### config.mk
export PLATFORM = sky130hd
export DESIGN_NAME = sdrd_rx_assembler_flat
export DESIGN_NICKNAME = d
export VERILOG_FILES = /design/src/rtl/sdrd_rx_assembler_if.sv /design/src/rtl/sdrd_rx_assembler.sv /design/src/flat_wrapper.sv
export SDC_FILE = /design/constraint.sdc
export NUM_CORES = 1
export LEC_CHECK = 0
export BUFFER_PORTS_ARGS = -buffer_cell sky130_fd_sc_hd__buf_2
export CAP_MARGIN = 20
export CORE_ASPECT_RATIO = 1.2
export CORE_MARGIN = 3
export CORE_UTILIZATION = 35
export CTS_BUF_LIST = sky130_fd_sc_hd__clkbuf_16
export DETAILED_ROUTE_END_ITERATION = 16
export PLACE_DENSITY = 0.58
export SLEW_MARGIN = 15
export SYNTH_ARGS = -nofsm -noshare
export SYNTH_HDL_FRONTEND = slang
export SYNTH_SLANG_ARGS = --single-unit
export TNS_END_PERCENT = 1
### constraint.sdc
create_clock -name clk -period 1.35 [get_ports clk]
set_input_delay 0 -clock clk [delete_from_list [all_inputs] [get_ports clk]]
set_output_delay 0 -clock clk [all_outputs]
set_load 0.02 [all_outputs]
### src/rtl/sdrd_rx_assembler_if.sv
// ----------------------------------------------------------------------------
// sdrd_rx_assembler_if
//
// Host bus bundle for the SDRD receive assembler. The host decodes the
// serial-section window with SSER/BA13/BA12/BR_W and selects a register
// with BA; the assembler answers on BD and raises BD_OE while it drives.
//
// Signals:
//   SSER     active-low serial-section select
//   BA13     address decode bit, must be 0 for the window
//   BA12     address decode bit, must be 1 for the window
//   BA[3:0]  bus address bits [7:4], register select (8 = data, 9 = status)
//   BR_W     1 = read, 0 = write
//   BD[7:0]  read data from the assembler
//   BD_OE    assembler is driving BD
//
// Modports:
//   master  host side, drives the address/control lines
//   slave   assembler side, drives BD/BD_OE
// ----------------------------------------------------------------------------
interface sdrd_rx_assembler_if;
  logic       SSER;
  logic       BA13;
  logic       BA12;
  logic [3:0] BA;
  logic       BR_W;
  logic [7:0] BD;
  logic       BD_OE;

  modport master (
    output SSER, BA13, BA12, BA, BR_W,
    input  BD, BD_OE
  );

  modport slave (
    input  SSER, BA13, BA12, BA, BR_W,
    output BD, BD_OE
  );
endinterface

### src/rtl/sdrd_rx_assembler.sv
// ----------------------------------------------------------------------------
// sdrd_rx_assembler
//
// Receives the SDRD bit stream from the serial-read sequencer, assembles
// LSB-first characters in a shift register and moves each completed
// character into a holding register flagged by SDRDY. The host reads the
// held byte (address 8) or a status word (address 9) through the decoded
// serial-section window; a data read acknowledges the byte.
//
// Build option:
//   SDRD_PARITY_EN  characters carry a trailing odd-parity bit; SDPERR
//                   reports a parity error on the held byte. Without it
//                   characters are DATA_W bits and SDPERR is tied to 0.
//
// Ports:
//   clk, rst_n   system clock, asynchronous active-low reset
//   bus          host bus window (sdrd_rx_assembler_if.slave)
//   SDRD         serial data bit, sampled only when SDSTB=1
//   SDSTB        single-cycle bit-valid strobe
//   SDSYNC       single-cycle frame-start pulse
//   SDRDY        holding register holds an unread byte
//   SDOVR        a byte was overwritten before it was read
//   SDPERR       parity error on the held byte
// ----------------------------------------------------------------------------
module sdrd_rx_assembler #(
  parameter int DATA_W = 8
) (
  input  logic                  clk,
  input  logic                  rst_n,
  sdrd_rx_assembler_if.slave    bus,
  input  logic                  SDRD,
  input  logic                  SDSTB,
  input  logic                  SDSYNC,
  output logic                  SDRDY,
  output logic                  SDOVR,
  output logic                  SDPERR
);

`ifdef SDRD_PARITY_EN
  localparam int N = DATA_W + 1;
`else
  localparam int N = DATA_W;
`endif
  localparam int CNT_W = $clog2(N);
  localparam logic [CNT_W-1:0] CNT_LAST = CNT_W'(N - 1);

  typedef enum logic {
    HUNT,
    SHIFT
  } state_e;

  state_e            state_q, state_d;
  logic [CNT_W-1:0]  cnt_q, cnt_d;
  logic [N-1:0]      sr_q, sr_d;
  logic [DATA_W-1:0] hold_q, hold_d;
  logic              rdy_q, rdy_d;
  logic              ovr_q, ovr_d;
  logic              perr_q, perr_d;

  logic [N-1:0]      shifted;
  logic              complete;
  logic              sel, data_rd, status_rd;
  logic [7:0]        hold_bd;

  // Host window decode; purely combinational so BD has no cycle latency.
  assign sel       = ~bus.SSER & ~bus.BA13 & bus.BA12 & bus.BR_W;
  assign data_rd   = sel & (bus.BA == 4'h8);
  assign status_rd = sel & (bus.BA == 4'h9);
  assign hold_bd   = 8'(hold_q);

  assign bus.BD_OE = data_rd | status_rd;
  assign bus.BD    = data_rd   ? hold_bd :
                     status_rd ? {5'b0, SDPERR, SDOVR, SDRDY} :
                                 8'h00;

  assign SDRDY  = rdy_q;
  assign SDOVR  = ovr_q;
  assign SDPERR = perr_q;

  always_comb begin
    // NOTE: every variable gets its hold value first, so no path can leave
    // one unassigned and infer a latch.
    state_d  = state_q;
    cnt_d    = cnt_q;
    sr_d     = sr_q;
    hold_d   = hold_q;
    rdy_d    = rdy_q;
    ovr_d    = ovr_q;
    perr_d   = perr_q;
    complete = 1'b0;
    shifted  = {SDRD, sr_q[N-1:1]};

    // SDSYNC restarts the character from any state; a coincident strobe
    // is kept as bit 0 of the new character.
    if (SDSYNC) begin
      state_d = SHIFT;
      if (SDSTB) begin
        sr_d  = shifted;
        cnt_d = CNT_W'(1);
      end else begin
        cnt_d = '0;
      end
    end else if (state_q == SHIFT && SDSTB) begin
      sr_d = shifted;
      if (cnt_q == CNT_LAST) begin
        complete = 1'b1;
        cnt_d    = '0;
      end else begin
        cnt_d = cnt_q + CNT_W'(1);
      end
    end

    if (data_rd) begin
      rdy_d  = 1'b0;
      ovr_d  = 1'b0;
      perr_d = 1'b0;
    end

    // Completion overrides the read acknowledge above: the new byte stays
    // flagged, and a byte that was just read is not counted as overrun.
    if (complete) begin
      hold_d = shifted[DATA_W-1:0];
      rdy_d  = 1'b1;
      if (rdy_q && !data_rd) begin
        ovr_d = 1'b1;
      end
`ifdef SDRD_PARITY_EN
      // Odd parity: data plus parity bit must hold an odd number of ones.
      perr_d = ~^shifted;
`endif
    end

`ifndef SDRD_PARITY_EN
    perr_d = 1'b0;
`endif
  end

  // NOTE: non-blocking assignments so every flop samples pre-edge values.
  // hold is reset too, so a data read right after reset returns 8'h00.
  always_ff @(posedge clk or negedge rst_n) begin
    if (!rst_n) begin
      state_q <= HUNT;
      cnt_q   <= '0;
      sr_q    <= '0;
      hold_q  <= '0;
      rdy_q   <= 1'b0;
      ovr_q   <= 1'b0;
      perr_q  <= 1'b0;
    end else begin
      state_q <= state_d;
      cnt_q   <= cnt_d;
      sr_q    <= sr_d;
      hold_q  <= hold_d;
      rdy_q   <= rdy_d;
      ovr_q   <= ovr_d;
      perr_q  <= perr_d;
    end
  end

endmodule

### src/flat_wrapper.sv
// flat-port wrapper written by rule: the top's interface ports become plain ports
module sdrd_rx_assembler_flat 
#(
  parameter int DATA_W = 8
)
  (clk, rst_n, SDRD, SDSTB, SDSYNC, SDRDY, SDOVR, SDPERR, bus_SSER, bus_BA13, bus_BA12, bus_BA, bus_BR_W, bus_BD, bus_BD_OE);
  sdrd_rx_assembler_if bus_i ();
  input  logic clk;
  input  logic rst_n;
  input  logic SDRD;
  input  logic SDSTB;
  input  logic SDSYNC;
  output logic SDRDY;
  output logic SDOVR;
  output logic SDPERR;
  input wire logic [$bits(bus_i.SSER)-1:0] bus_SSER;
  input wire logic [$bits(bus_i.BA13)-1:0] bus_BA13;
  input wire logic [$bits(bus_i.BA12)-1:0] bus_BA12;
  input wire logic [$bits(bus_i.BA)-1:0] bus_BA;
  input wire logic [$bits(bus_i.BR_W)-1:0] bus_BR_W;
  output wire logic [$bits(bus_i.BD)-1:0] bus_BD;
  output wire logic [$bits(bus_i.BD_OE)-1:0] bus_BD_OE;
  assign bus_i.SSER = bus_SSER;
  assign bus_i.BA13 = bus_BA13;
  assign bus_i.BA12 = bus_BA12;
  assign bus_i.BA = bus_BA;
  assign bus_i.BR_W = bus_BR_W;
  assign bus_BD = bus_i.BD;
  assign bus_BD_OE = bus_i.BD_OE;
  sdrd_rx_assembler #(.DATA_W(DATA_W)) u_core (.clk(clk), .rst_n(rst_n), .bus(bus_i), .SDRD(SDRD), .SDSTB(SDSTB), .SDSYNC(SDSYNC), .SDRDY(SDRDY), .SDOVR(SDOVR), .SDPERR(SDPERR));
endmodule
==> flow_summary.toml <==
[run]
cap_violations = 0

[yosys]
yosysWarnings = 0
synthSimpleGateAreaFrac = 0.286
synthDistinctLibCells = 24
synth_compound_area_frac = 0.0256
avgSynthCellArea_um2 = 10.6
synthCells = 92
synth-xor-area-share = 0
seq_area_frac_synth = 0.538
synth_nets = 107
synth_top_family_by_area = "simple AND/OR/NAND/NOR gates"
synthMuxAreaShare = 0.101
synth_area_um2 = 977
ys_seq_elements = 21
synth_fa_ha_area_frac = 0.0256

[power]
p_per_area_nw_per_um2 = 1180
ir_drop_v = 0.000784
power.leakage_nw = 0.661
power_w = 0.00151

[cells_and_area]
layout_common_cells = "nand2_1, buf_2, dfrtp_1"
final_nets = 139
postLayoutCoreUtil = 0.491
final_area_um2 = 1280
fillers = 249
syn2layout_area_growth_pct = 30.9
final_common_cell = "nand2_1"
diodes = 0
drive_above_1_share = 0.374

[global_routing]
grt_pass1_wl_um = 3220
grt_max_degree = 22
grt_pass1_vias = 756
overflow = 0
grt_usage = 0.127
antenna_found_initial = 0

[cts]
root_buffer = "clkbuf_16"
cts_max_level = 1
cts_tree = "done"
clk_latency_ps = 250
clkSinkCount = 21
cts_setup_buffers = 0
clk_pin_slew_ps = 60
cts_buffers = 3
ctsLongestPathBuffers = 2

[setup_path]
reg2reg_from = "u_core.cnt_q[1]$_DFFE_PN0P_"
cp-start-kind = "flop"
cpPeakStageDelay_ps = 380
end_kind = "flop"
crit_required_ps = 1480
crit_path_start = "u_core.cnt_q[1]$_DFFE_PN0P_"
path_max_fanout = 5
arrival_ps = 1440
critical_path_class = "flop to flop"
crit_chain = "ha_2, ha_4, and4b_2, a21oi_2, nor2_1"
path_buf_inv = 0
cp_top_family = "flip-flops"
cp_slowest_cell = "dfrtp_1"

[detailed_routing]
wl_per_cell_um = 12.4
drt-total-wl_um = 1930
ant_nets = 0
via_count = 744
drc = 0
drtIter0Drc = 11
viasPerCell = 4.77
drtPass1Iterations = 4

[placement]
hpwl_um = 1360
gp_congestion = 0.753
portBuffers = 23
dp_slack_ps = -76.0
placed_cell_area_um2 = 1140

[sta]
grt_setup_unrepaired = "false"
final_max_slew_viol_count = 0
fin_crit_sh = 0.965
report.final.hold_viol_count = 0
max_freq_ghz = 0.768
skew_ps = 1.53
final-setup-viol-count = 0
min_period_ps = 1300
setup_slack_ps = 47.5
hold_slack_ps = 59.4

[die]
die_w_um = 54.2
ios = 25
rows = 20
die_area_um2 = 3460
core-area_um2 = 2600
start_util = 0.375
die_h_um = 63.9

[worst_hold_path]
hold_class = "input pin to flop"
worstHoldStart = "SDSYNC"

[outcome]
status = "finished clean"
## cells by family (layout without fill, tap and decap cells)
kind of cell,after synthesis,count (layout)
compound gates,5,5
mux,9,9
buf+inv,4,34
flops,21,21
simple gates,50,51
other cells,1,1
fa+ha+maj,2,2
## stage by stage
step,instances,setup TNS (ps)
floorplan,92,0
global placement,148,0
detailed placement,148,-80.4
CTS,156,0
global route,156,0
finish,156,0
## state kept, by name, indices dropped and copies added (netlist names)
signal / count
u_core.SDOVR: 1
u_core.SDRDY: 1
u_core.cnt_q: 3
u_core.hold_bd: 8
u_core.sr_q: 7
u_core.state_q: 1
## worst register-to-register path, delay by kind of cell, from the launching register on
kind	cells	cell delay, ps
fa+ha+maj	2	370
simple gates	2	310
compound gates	1	130
flops	1	380
## report_power, final
| group | switching (W) | internal (W) | total [W] |
|---|---|---|---|
| registers | 0.0000444 | 0.000698 | 0.000743 |
| logic | 0.0000658 | 0.0000891 | 0.000155 |
| clock network | 0.000219 | 0.000394 | 0.000614 |
## cell usage after synthesis (all sizes together)
master   instances  area, um2
a21oi            3       15.0
and2             6       37.5
and4b            1       10.0
buf              2       12.5
clkbuf           1       3.75
conb             1       3.75
dfrtp           21        526
ha               2       25.0
inv              1       3.75
mux2             7       78.8
mux2i            2       20.0
nand2           30        115
nand3            1       5.00
nand3b           1       7.51
nand4b           2       17.5
nand4bb          1       27.5
nor2             4       17.5
nor3b            1       7.51
o21ai            2       10.0
or2              1       6.26
or4b             2       27.5
## what timing repair did
action / CTS / global route
pin swaps: 0 / 2
endpoints found under the setup margin: 5 / 1
hold buffers: 3 / 0
endpoints found under the hold margin: 24 / 0
gates cloned: 1 / 0
gates resized for setup: 3 / 1
## per-layer routing
| metal | vias to the layer above | routed length, um | global-route usage | part of all wire |
|---|---|---|---|---|
| met5 | - | 0 | 0 | 0 |
| met4 | 0 | 39 | 0.0654 | 0.020 |
| met3 | 4 | 129 | 0.0256 | 0.067 |
| met2 | 23 | 930 | 0.201 | 0.48 |
| met1 | 345 | 834 | 0.160 | 0.43 |
| li1 | 372 | - | - | - |
## area by class of cell
cell class / count / area, um2 / share of cell area
Multi-Input combinational cell: 68 / 462 / 0.361
Inverter: 1 / 3.75 / 0.00294
Tap cell: 33 / 41.3 / 0.0323
Sequential cell: 21 / 526 / 0.411
Clock inverter: 1 / 3.75 / 0.00294
Clock buffer: 3 / 75.1 / 0.0587
Timing Repair Buffer: 29 / 168 / 0.131
## final timing paths
kind,to,depth (start not counted),slack [ps]
setup / recovery,u_core.SDOVR$_DFF_PN0_,5,50
hold reg to reg,u_core.hold_bd[5]$_DFFE_PN0P_,2,460
hold / removal,u_core.state_q$_DFFE_PN0P_,2,60
min in group asynchronous,u_core.state_q$_DFFE_PN0P_,2,220
setup reg to reg,u_core.SDOVR$_DFF_PN0_,5,50
max in group asynchronous,u_core.SDRDY$_DFFE_PN0P_,2,810
(Power assumes the default switching activity.)
